**src/rtl/cache_pkg.sv**
```systemverilog
// rtl/cache_pkg.sv - shared types and constants for the cache memory arbiter
// Purpose: FSM state encoding, port index constants and default widths
//          used by cache_mem_arbiter and rr_arb2.
// Ports:   none (package).
package cache_pkg;

  localparam int ADDR_W_DEF = 64;
  localparam int DATA_W_DEF = 64;

  localparam logic PORT_IC = 1'b0;
  localparam logic PORT_DC = 1'b1;

  typedef enum logic [1:0] {
    IDLE      = 2'd0,
    ISSUE     = 2'd1,
    WAIT_RESP = 2'd2
  } state_t;

endpackage

```
**src/rtl/cache_mem_arbiter_rr_arb2.sv**
```systemverilog
// rtl/cache_mem_arbiter_rr_arb2.sv - two-requester round-robin grant logic
// Purpose: purely combinational round-robin arbiter for two requesters.
// Ports:   req[1:0]   request bits (bit 0 = icache, bit 1 = dcache)
//          last_grant index of the port granted most recently
//          gnt[1:0]   one-hot grant (all zero when nothing requests)
module rr_arb2
  import cache_pkg::*;
(
  input  logic [1:0] req,
  input  logic       last_grant,
  output logic [1:0] gnt
);

  // On a tie the port that was not granted last time wins.
  always_comb begin
    gnt    = 2'b00;
    gnt[0] = req[0] & (~req[1] | (last_grant == PORT_DC));
    gnt[1] = req[1] & (~req[0] | (last_grant == PORT_IC));
  end

endmodule

```
**src/rtl/cache_mem_arbiter.sv**
```systemverilog
// rtl/cache_mem_arbiter.sv - shares one memory port between icache and dcache
// Purpose: round-robin arbitration of icache (port 0) and dcache (port 1)
//          refill/writeback requests onto a single memory port, one
//          transaction outstanding at a time.
// Ports:   clk, rst                     clock, synchronous active-high reset
//          pX_valid/we/addr/wdata/wstrb requester X request fields
//          pX_ready                     requester X accepted (IDLE only)
//          pX_resp_valid, pX_rdata      registered response to requester X
//          mem_valid/we/addr/wdata/wstrb memory request, held until mem_ready
//          mem_ready                    memory accepted the request
//          mem_resp_valid, mem_rdata    memory response
module cache_mem_arbiter
  import cache_pkg::*;
#(
  parameter int ADDR_W = ADDR_W_DEF,
  parameter int DATA_W = DATA_W_DEF,
  parameter int STRB_W = DATA_W / 8
) (
  input  logic              clk,
  input  logic              rst,

  input  logic              p0_valid,
  input  logic              p0_we,
  input  logic [ADDR_W-1:0] p0_addr,
  input  logic [DATA_W-1:0] p0_wdata,
  input  logic [STRB_W-1:0] p0_wstrb,
  output logic              p0_ready,
  output logic              p0_resp_valid,
  output logic [DATA_W-1:0] p0_rdata,

  input  logic              p1_valid,
  input  logic              p1_we,
  input  logic [ADDR_W-1:0] p1_addr,
  input  logic [DATA_W-1:0] p1_wdata,
  input  logic [STRB_W-1:0] p1_wstrb,
  output logic              p1_ready,
  output logic              p1_resp_valid,
  output logic [DATA_W-1:0] p1_rdata,

  output logic              mem_valid,
  output logic              mem_we,
  output logic [ADDR_W-1:0] mem_addr,
  output logic [DATA_W-1:0] mem_wdata,
  output logic [STRB_W-1:0] mem_wstrb,
  input  logic              mem_ready,
  input  logic              mem_resp_valid,
  input  logic [DATA_W-1:0] mem_rdata
);

  state_t state, state_nx;
  logic   last_grant;
  logic   [1:0] gnt;

  // Request buffer: holds the accepted request for the whole transaction.
  logic              buf_we;
  logic [ADDR_W-1:0] buf_addr;
  logic [DATA_W-1:0] buf_wdata;
  logic [STRB_W-1:0] buf_wstrb;
  logic              buf_owner;

  rr_arb2 u_arb (
    .req        ({p1_valid, p0_valid}),
    .last_grant (last_grant),
    .gnt        (gnt)
  );

  always_comb begin
    state_nx = state;
    p0_ready = 1'b0;
    p1_ready = 1'b0;
    case (state)
      IDLE: begin
        p0_ready = gnt[0];
        p1_ready = gnt[1];
        if (gnt != 2'b00) state_nx = ISSUE;
      end
      ISSUE: begin
        if (mem_ready) state_nx = WAIT_RESP;
      end
      WAIT_RESP: begin
        if (mem_resp_valid) state_nx = IDLE;
      end
      default: state_nx = IDLE;
    endcase
  end

  // Memory request fields come straight from the buffer, so they stay
  // stable for as long as ISSUE waits on mem_ready.
  assign mem_valid = (state == ISSUE);
  assign mem_we    = buf_we;
  assign mem_addr  = buf_addr;
  assign mem_wdata = buf_wdata;
  assign mem_wstrb = buf_wstrb;

  always_ff @(posedge clk) begin
    if (rst) begin
      state         <= IDLE;
      last_grant    <= PORT_DC;
      buf_we        <= 1'b0;
      buf_addr      <= '0;
      buf_wdata     <= '0;
      buf_wstrb     <= '0;
      buf_owner     <= PORT_IC;
      p0_resp_valid <= 1'b0;
      p1_resp_valid <= 1'b0;
      p0_rdata      <= '0;
      p1_rdata      <= '0;
    end else begin
      state         <= state_nx;
      p0_resp_valid <= 1'b0;
      p1_resp_valid <= 1'b0;

      if (state == IDLE && gnt != 2'b00) begin
        if (gnt[1]) begin
          buf_we    <= p1_we;
          buf_addr  <= p1_addr;
          buf_wdata <= p1_wdata;
          buf_wstrb <= p1_wstrb;
          buf_owner <= PORT_DC;
        end else begin
          buf_we    <= p0_we;
          buf_addr  <= p0_addr;
          buf_wdata <= p0_wdata;
          buf_wstrb <= p0_wstrb;
          buf_owner <= PORT_IC;
        end
      end

      // Writes return zero data; the non-owner's rdata keeps its old value.
      if (state == WAIT_RESP && mem_resp_valid) begin
        last_grant <= buf_owner;
        if (buf_owner == PORT_DC) begin
          p1_resp_valid <= 1'b1;
          p1_rdata      <= buf_we ? '0 : mem_rdata;
        end else begin
          p0_resp_valid <= 1'b1;
          p0_rdata      <= buf_we ? '0 : mem_rdata;
        end
      end
    end
  end

endmodule

```
**config.mk**
```make
export PLATFORM = sky130hd
export DESIGN_NAME = cache_mem_arbiter
export DESIGN_NICKNAME = d
export VERILOG_FILES = /design/src/rtl/cache_pkg.sv /design/src/rtl/cache_mem_arbiter_rr_arb2.sv /design/src/rtl/cache_mem_arbiter.sv
export SDC_FILE = /design/constraint.sdc
export NUM_CORES = 1
export LEC_CHECK = 0
export CAP_MARGIN = 40
export CORE_AREA = 2 2 239 241
export CTS_CLUSTER_SIZE = 8
export DETAILED_ROUTE_END_ITERATION = 7
export DIE_AREA = 0 0 241 243
export HOLD_SLACK_MARGIN = 0.05
export MAX_ROUTING_LAYER = met4
export SETUP_SLACK_MARGIN = 0.02
export SLEW_MARGIN = 20
export SYNTH_ARGS = -nofsm -noshare
export SYNTH_HDL_FRONTEND = slang
export SYNTH_SLANG_ARGS = --single-unit
```
**constraint.sdc**
```tcl
create_clock -name clk -period 2.3 [get_ports clk]
set_input_delay 0.23 -clock clk [delete_from_list [all_inputs] [get_ports clk]]
set_output_delay 0.23 -clock clk [all_outputs]
set_load 0.02 [all_outputs]
```
Word level (Yosys, flattened, before mapping)
Cells that the tools add are included.
W data, S select, Z words.
- flip-flop bits (word level): 271
- input bits: 344
- output and inout bits: 270
- logic and storage cells: 47
- equality and inequality tests: 5
- multiplexer cells: 14
- bitwise gates (word level): 9
- reduce and logical (&&, ||, !) cells: 8
- operator list (cell ; number):
    $mux W64 ; 3
    $mux W8 ; 1
    $mux W1 ; 6
    $mux W2 ; 3
    $pmux W2 S3 ; 1
    $not A1 Y1 ; 5
    $ne A2 B1 Y1 const B ; 2
    $reduce_and A2 Y1 ; 2
    $reduce_and A3 Y1 ; 1
    $and A1 B1 Y1 ; 2
    $eq A2 B1 Y1 const B ; 1
    $eq A2 B2 Y1 const B ; 1
    $logic_and A1 B1 Y1 ; 2
    $logic_not A2 Y1 ; 1
    $ne A2 B2 Y1 const B ; 1
    $or A1 B1 Y1 ; 2
    $reduce_bool A2 Y1 ; 1
    $reduce_or A2 Y1 ; 1

Depth between registers and ports, before layout
Gate-level depths: netlist of run 1.
- depth in word-level cells: 6
- gate-level depth with buffers: 6
- gate-level depth less buffers: 3

By module
Synthesis of run 1 repeated with hierarchy kept, for this count alone.
- cells, all modules: 1148
- area total of the unflattened synthesis: 11687.5 sq um
- by module, submodules not included (module ; times used ; cells an instance ; area each (sq um) ; seq. area each (sq um)):
    cache_mem_arbiter ; 1 ; 1145 ; 11668.7 ; 5425.2
    rr_arb2 ; 1 ; 3 ; 18.8 ; 0.0

Least setup slack after synthesis of run 1
Ideal clock, no wire load.
- path type: reg-to-output
- from: reg state[1]
- to: out p0_ready
- arrival: 1.290 ns
- required time: 2.070 ns
- path slack: 0.780 ns
- stages on the path, launching flop included: 4
- path buffers: 1
- cells stage by stage: dfxtp_1 buf_2 or3b_2 a21oi_1
- cells in the longest elaborated chain, start to end: 2
- RTL lines (element ; line ; RTL):
    start: declaration ; cache_mem_arbiter.sv:50 ; state_t state, state_nx;
    start signal: assignment ; cache_mem_arbiter.sv:109 ; state <= state_nx;
    $logic_not A2 Y1 ; cache_mem_arbiter.sv:71 ; case (state)
    $mux W1 ; cache_mem_arbiter.sv:71 ;
    end: declaration ; cache_mem_arbiter.sv:27 ; output logic p0_ready,
No other way between the ends.

Worst setup path after layout of run 1
- from: reg state[0]
- to: out mem_valid
- cells in the longest elaborated chain, start to end: 1
- RTL lines (element ; line ; RTL):
    $eq A2 B1 Y1 ; cache_mem_arbiter.sv:89 ; assign mem_valid = (state == ISSUE);
    end: declaration ; cache_mem_arbiter.sv:40 ; output logic mem_valid,
No other way between the ends.

==> results of run 1 <==
-- final cells by class --
type,count,area [µm²],area share
diodes,10,25.0,0.00123
clock buffers,43,1030,0.0508
clock inverters,4,52.6,0.00258
inverters,1,3.75,0.000184
multi-input cells,1021,5970,0.293
flip-flops and latches,271,5430,0.267
well taps,756,946,0.0465
repair buffers,668,6900,0.339
-- flip-flops by register name, summed over array words and instances, names as in the netlist --
signal,cells
mem_wstrb,8
buf_owner,1
p0_resp_valid,1
p1_resp_valid,1
p1_rdata,64
state,2
mem_we,1
p0_rdata,64
last_grant,1
mem_wdata,64
mem_addr,64
-- metrics by stage --
step / area (µm²) / std cells / setup slack (ps) / total power [mW]
2_1_floorplan: 12100 / 1436 / 780 / 6.93
3_3_place_gp: 19200 / 2717 / -266 / 8.59
3_5_place_dp: 19200 / 2717 / -225 / 8.62
4_1_cts: 20300 / 2764 / 98.7 / 14.1
5_1_grt: 20400 / 2774 / 44.5 / 14.5
6_report: 20400 / 2774 / 144 / 13.9
-- power by group through the flow --
stage	sequential (mW)	combinational, mW	clock, mW
global route	5.23	3.55	5.72
global placement	5.28	3.31	0
floorplan	5.62	1.30	0
CTS	5.20	3.35	5.56
finish	5.20	3.33	5.37
detailed placement	5.28	3.34	0
-- worst reg2reg max path: stages (launching register included) --
cell and delay (ps):
dfxtp_1 330, buf_4 190, nor2_4 190, buf_12 270, buf_12 340, a21oi_1 220, a311oi_2 280
-- cell usage after synthesis (all sizes together) (7+ instances only) --
| master | number |
|---|---|
| a311oi | 137 |
| nor2b | 65 |
| clkbuf | 68 |
| a21oi | 267 |
| nor2 | 7 |
| buf | 75 |
| dfxtp | 271 |
| nand2 | 530 |
-- routing by layer --
metal  up-vias  part of all wire  GRT usage
met5         -                 0          -
met4         0             0.030     0.0621
met3        95             0.090     0.0582
met2       530              0.49      0.297
met1      6136              0.39      0.199
li1       6076                 -          -
-- timing repair --
action,CTS,global route
endpoints found under the setup margin,2,0
resized for setup,4,0
hold buffers,0,0
endpoints found under the hold margin,0,0
-- cells in the final DEF, fill, tap and decap left out, drive strengths merged --
cell type / netlist / layout
clkdlybuf4s50: 0 / 610
nand2: 530 / 530
dfxtp: 271 / 271
a21oi: 267 / 267
a311oi: 137 / 137
nor2b: 65 / 65
buf: 75 / 57
clkbuf: 68 / 43
diode: 0 / 10
nor2: 7 / 7
inv: 1 / 3
a21bo: 1 / 1
nor3: 1 / 1
or3b: 1 / 1
nor4bb: 1 / 1
nand4bb: 1 / 1
and4b: 1 / 1
nand4b: 1 / 1
or2: 1 / 1
a2111oi: 1 / 1
and2: 1 / 1
a21boi: 1 / 1
and3b: 1 / 1
nand3b: 1 / 1
a211o: 1 / 1
a22oi: 1 / 1
bufinv: 0 / 1
clkinv: 0 / 1
dlygate4sd2: 0 / 1
-- path summary, 6_finish.rpt --
path | end | slack, ps | depth (start not counted)
setup / recovery | mem_valid | 140 | 3
hold / removal | buf_owner | 180 | 2
setup reg to reg | mem_addr[12] | 390 | 6
hold reg to reg | p1_rdata[38] | 450 | 2
-- cells by family after synthesis --
kind of cell	count (synthesis)
AO/OA/AOI/OAI	409
AND/OR/NAND/NOR	612
buffers and inverters	144
flip-flops	271
==> results.json, run 1 <==
{
  "ctsHtreeMaxLevel": 2,
  "syn_area_um2": 12100,
  "cts-buffers-inserted": 40,
  "fp-row-count": 87,
  "synth_cells": 1436,
  "synth_top_area_share": 0.450,
  "ys_ff_latch": 271,
  "initialDrtViolationCount": 533,
  "synth-edff-count": 0,
  "die_area_um2": 58600,
  "hold_viol": 0,
  "period_share": 0.938,
  "r2r_start": "state[1]",
  "grt_max_degree": 138,
  "coreArea_um2": 56000,
  "crit_arrival_ps": 1930,
  "synth_compound_area_frac": 0.281,
  "endpoint_kind": "primary output",
  "via_count": 12800,
  "cts_tree": "yes",
  "fmax_ghz": 0.464,
  "grt_usage": 0.179,
  "slowest_delay_ps": 640,
  "drt_first_pass_iters": 4,
  "required_ps": 2070,
  "synthXorXnorAreaFrac": 0,
  "async_flop_share": 0,
  "cts.sinks": 271,
  "finalWirelength_mm": 52.8,
  "rsz0062_at_grt": "false",
  "path_class": "reg2out",
  "p_seq_frac": 0.374,
  "syn2layout_area_growth_pct": 68.7,
  "peakVddDrop_mv": 0.532,
  "ys_warn_count": 0,
  "p_leak_nw": 7.03,
  "synthSimpleGateAreaFrac": 0.208,
  "gp_congestion": 0.872,
  "min_period_ps": 2160,
  "hp-class": "in2reg",
  "tightest_slew_ps": 764,
  "ys_top_cells_by_area": "dfxtp_1 45%, nand2_1 16%, a311oi_2 16%",
  "drive_above_1_share": 0.121,
  "critPathSlowestCell": "clkdlybuf4s50_1",
  "drv_slew": 0,
  "power_frac_comb": 0.240,
  "ys.flop_type": "dfxtp_1",
  "synth_top_area_cell": "dfxtp_1",
  "yosys.cell_types.count": 30,
  "numPortBuffers": 613,
  "crit_fanout": 12,
  "switchingPower_mw": 4.00,
  "crit_chain": "buf_4 -> nor2b_1 -> clkdlybuf4s50_1",
  "worstSetupStartpoint": "state[0]",
  "fin_skew_ps": 9.38,
  "overflow": 0,
  "cts_setup_buffers": 0,
  "clk_pin_slew_ps": 50,
  "clockPowerShare": 0.386,
  "worst-path-buf-inv": 2,
  "synth_top_family_by_area": "compound AO/OA/AOI/OAI gates",
  "antenna_found_initial": 13,
  "root_buffer": "clkbuf_16",
  "cts_max_path_buffers": 3,
  "finalSetupTns_ps": 0,
  "initial_utilization": 0.216,
  "die_w_um": 241,
  "syn_nets": 1780,
  "num_io_pins": 614,
  "dp_hpwl_mm": 38.2,
  "p_per_area_nw_per_um2": 683,
  "drv_cap": 0,
  "drc_errors": 0,
  "wl_per_cell_um": 19.0,
  "worstSetupStartpointType": "flop",
  "seq_area_frac_synth": 0.450,
  "switching_share": 0.288,
  "status": "finished clean",
  "avgSynthCellArea_um2": 8.40,
  "fin_nets": 2347,
  "synth_fa_ha_area_frac": 0,
  "post-route-util": 0.364,
  "fillers": 5732,
  "clk_latency_ps": 540,
  "muxShareOfSynthArea": 0,
  "hold_slack_ps": 176,
  "holdCritStartpoint": "rst",
  "fp.dieH_um": 243,
  "ant_nets": 0,
  "maxSlewHeadroom": 0.491,
  "grt_pass1_wl_mm": 78.7,
  "grt_pass1_vias": 13200,
  "finalSetupViolCount": 0,
  "p_int_mw": 9.91,
  "via_per_inst": 4.63,
  "crit_family": "buffers and inverters"
}
(Power assumes the default switching activity.)
==> run 2, diff against run 1 <==
--- a/config.mk
+++ b/config.mk
@@ -6,14 +6,14 @@
 export NUM_CORES = 1
 export LEC_CHECK = 0
 export CAP_MARGIN = 40
-export CORE_AREA = 2 2 239 241
+export CORE_AREA = 2 2 242 244
 export CTS_CLUSTER_SIZE = 8
 export DETAILED_ROUTE_END_ITERATION = 7
-export DIE_AREA = 0 0 241 243
-export HOLD_SLACK_MARGIN = 0.05
+export DIE_AREA = 0 0 244 246
 export MAX_ROUTING_LAYER = met4
 export SETUP_SLACK_MARGIN = 0.02
 export SLEW_MARGIN = 20
 export SYNTH_ARGS = -nofsm -noshare
 export SYNTH_HDL_FRONTEND = slang
+export SYNTH_HIERARCHICAL = 1
 export SYNTH_SLANG_ARGS = --single-unit
==> constraint.sdc (replaced) <==
create_clock -name clk -period 2.3 [get_ports clk]
set_input_delay 0.345 -clock clk [delete_from_list [all_inputs] [get_ports clk]]
set_output_delay 0.345 -clock clk [all_outputs]
set_load 0.02 [all_outputs]
==> results.json, run 2 <==
{
  "fp-row-count": 88,
  "syn_nets": 1492,
  "synth-edff-count": 0,
  "dpl-instance-area_um2": 19000,
  "via_per_inst": 4.41,
  "worstSetupStartpointType": "flop",
  "grt_usage": 0.157,
  "async_flop_share": 0,
  "holdPathEnd": "p0_rdata[18]",
  "rr_endpoint": "mem_wdata[33]",
  "ant_nets": 0,
  "drv_slew": 0,
  "crit_fanout": 7,
  "fin_nets": 2088,
  "cts_max_path_buffers": 3,
  "ys_top_cells_by_area": "dfxtp_1 46%, a211oi_2 14%, mux2i_1 12%",
  "drive_above_1_share": 0.141,
  "overflow": 0,
  "finalSetupViolCount": 0,
  "synth_top_area_share": 0.464,
  "yosysMostFrequentCell": "dfxtp_1",
  "grt_pass1_wl_mm": 70.3,
  "period_share": 0.928,
  "ctsHtreeMaxLevel": 2,
  "reg2reg_depth": 6,
  "hold_viol": 0,
  "fmax_ghz": 0.469,
  "die_area_um2": 60000,
  "yosys.cell_types.count": 29,
  "finalWirelength_mm": 48.4,
  "endpoint_kind": "primary output",
  "avgSynthCellArea_um2": 10.2,
  "status": "finished clean",
  "p_per_area_nw_per_um2": 687,
  "drc_errors": 0,
  "seq_area_frac_synth": 0.464,
  "cts_tree": "yes",
  "synth_common_cells": "271 x dfxtp_1, 202 x a21oi_1, 137 x mux2i_1",
  "clk_pin_slew_ps": 50,
  "num_io_pins": 614,
  "r2r_start": "state[1]",
  "syn_area_um2": 11700,
  "holdCritStartpoint": "p0_rdata[18]",
  "initial_utilization": 0.204,
  "crit_arrival_ps": 1790,
  "post-route-util": 0.350,
  "via_count": 11100,
  "coreArea_um2": 57400,
  "mostFrequentLayoutCell": "clkdlybuf4s50_1",
  "min_period_ps": 2130,
  "fin_skew_ps": 23.3,
  "layout.cells.non_filler": 2518,
  "numPortBuffers": 613,
  "cts.sinks": 271,
  "die_w_um": 244,
  "dp_hpwl_mm": 35.6,
  "root_buffer": "clkbuf_16",
  "synth_cells": 1148,
  "dp.cells": 2467,
  "path_class": "reg2out",
  "cts_setup_buffers": 0,
  "reg2reg_slack_ps": 470,
  "tightest_slew_ps": 888,
  "drt_first_pass_iters": 4,
  "p_leak_nw": 7.02,
  "rsz0062_at_grt": "false",
  "fp.dieH_um": 246,
  "hold_path_depth": 2,
  "peakVddDrop_mv": 0.407,
  "hp-class": "reg2reg",
  "grt_max_degree": 107,
  "gp_congestion": 0.813,
  "antenna_found_initial": 8,
  "maxSlewHeadroom": 0.408,
  "cts-buffers-inserted": 39,
  "clk_latency_ps": 540,
  "synth_top_area_cell": "dfxtp_1",
  "fillers": 5757,
  "drv_cap": 0,
  "grt_pass1_vias": 11500,
  "initialDrtViolationCount": 364,
  "required_ps": 1960,
  "ys_warn_count": 6,
  "wl_per_cell_um": 19.2,
  "ys_ff_latch": 271,
  "design_area_um2": 20100,
  "ys.flop_type": "dfxtp_1",
  "layout.cells.most_common_list": "609 x clkdlybuf4s50_1, 269 x dfxtp_1, 202 x a21oi_1",
  "syn2layout_area_growth_pct": 71.9
}
run 2: layout make-up:
| class | count | area, µm² | share of cell area |
|---|---|---|---|
| timing repair buffer | 675 | 6920 | 0.344 |
| clock buffer | 41 | 1000 | 0.0500 |
| multi-input combinational | 755 | 5730 | 0.285 |
| sequential | 271 | 5430 | 0.270 |
| tap | 765 | 957 | 0.0477 |
| inverter | 2 | 7.51 | 0.000374 |
| clock inverter | 2 | 25.0 | 0.00125 |
| antenna | 7 | 17.5 | 0.000872 |
run 2: logic make-up (layout without fill, tap and decap cells):
kind of cell,after synthesis,after routing,share of synthesized area
mux,137,137,0.117
flops,271,271,0.464
compound gates,409,409,0.282
buf+inv,122,720,0.0518
simple gates,209,209,0.0844
other cells,0,7,0
run 2: critical path: stages (launching register included):
cell	delay [ps]
dfxtp_1	430
nor2_4	240
and2_1	200
dlygate4sd2_1	380
run 2: through the flow:
step | power (mW) | hold slack, ps | TNS [ps] | worst slack, ps
CTS | 14.0 | 414 | 0 | 44.7
detailed placement | 8.83 | 449 | -10.5 | -10.5
floorplan | 7.01 | 433 | 0 | 666
finish | 13.8 | 449 | 0 | 166
global route | 14.5 | 456 | 0 | 53.4
global placement | 8.78 | 442 | 0 | 8.94
run 2: timing repair:
action                                  in CTS  in global routing
hold buffers                                 1                  0
hold endpoints to repair                     2                  0
gates resized for setup                      4                  2
pin swaps                                    0                  0
endpoints found under the setup margin       3                  1
run 2: routing by layer:
metal | track usage | wire, µm
met3 | 0.0547 | 4420
met5 | - | 0
met2 | 0.260 | 23300
met4 | 0.0551 | 1260
met1 | 0.174 | 19500
run 2: power breakdown:
part | leakage [nW] | internal (mW) | switching, mW
clock | 0.506 | 3.05 | 2.05
combinational | 4.29 | 1.75 | 1.73
sequential | 2.22 | 5.03 | 0.194
total | 7.02 | 9.83 | 3.97
run 2: worst max path at each step:
stage	slack, ps	endpoint	from	cells after the start
after floorplan	670	mem_addr[34]	p1_valid	8
after global placement	9	mem_wdata[63]	p1_valid	6
after detailed placement	-10	mem_wdata[63]	p1_valid	6
after CTS	40	p0_ready	state[1]	4
after global routing	50	p0_ready	state[1]	4
final	170	p1_ready	state[1]	3
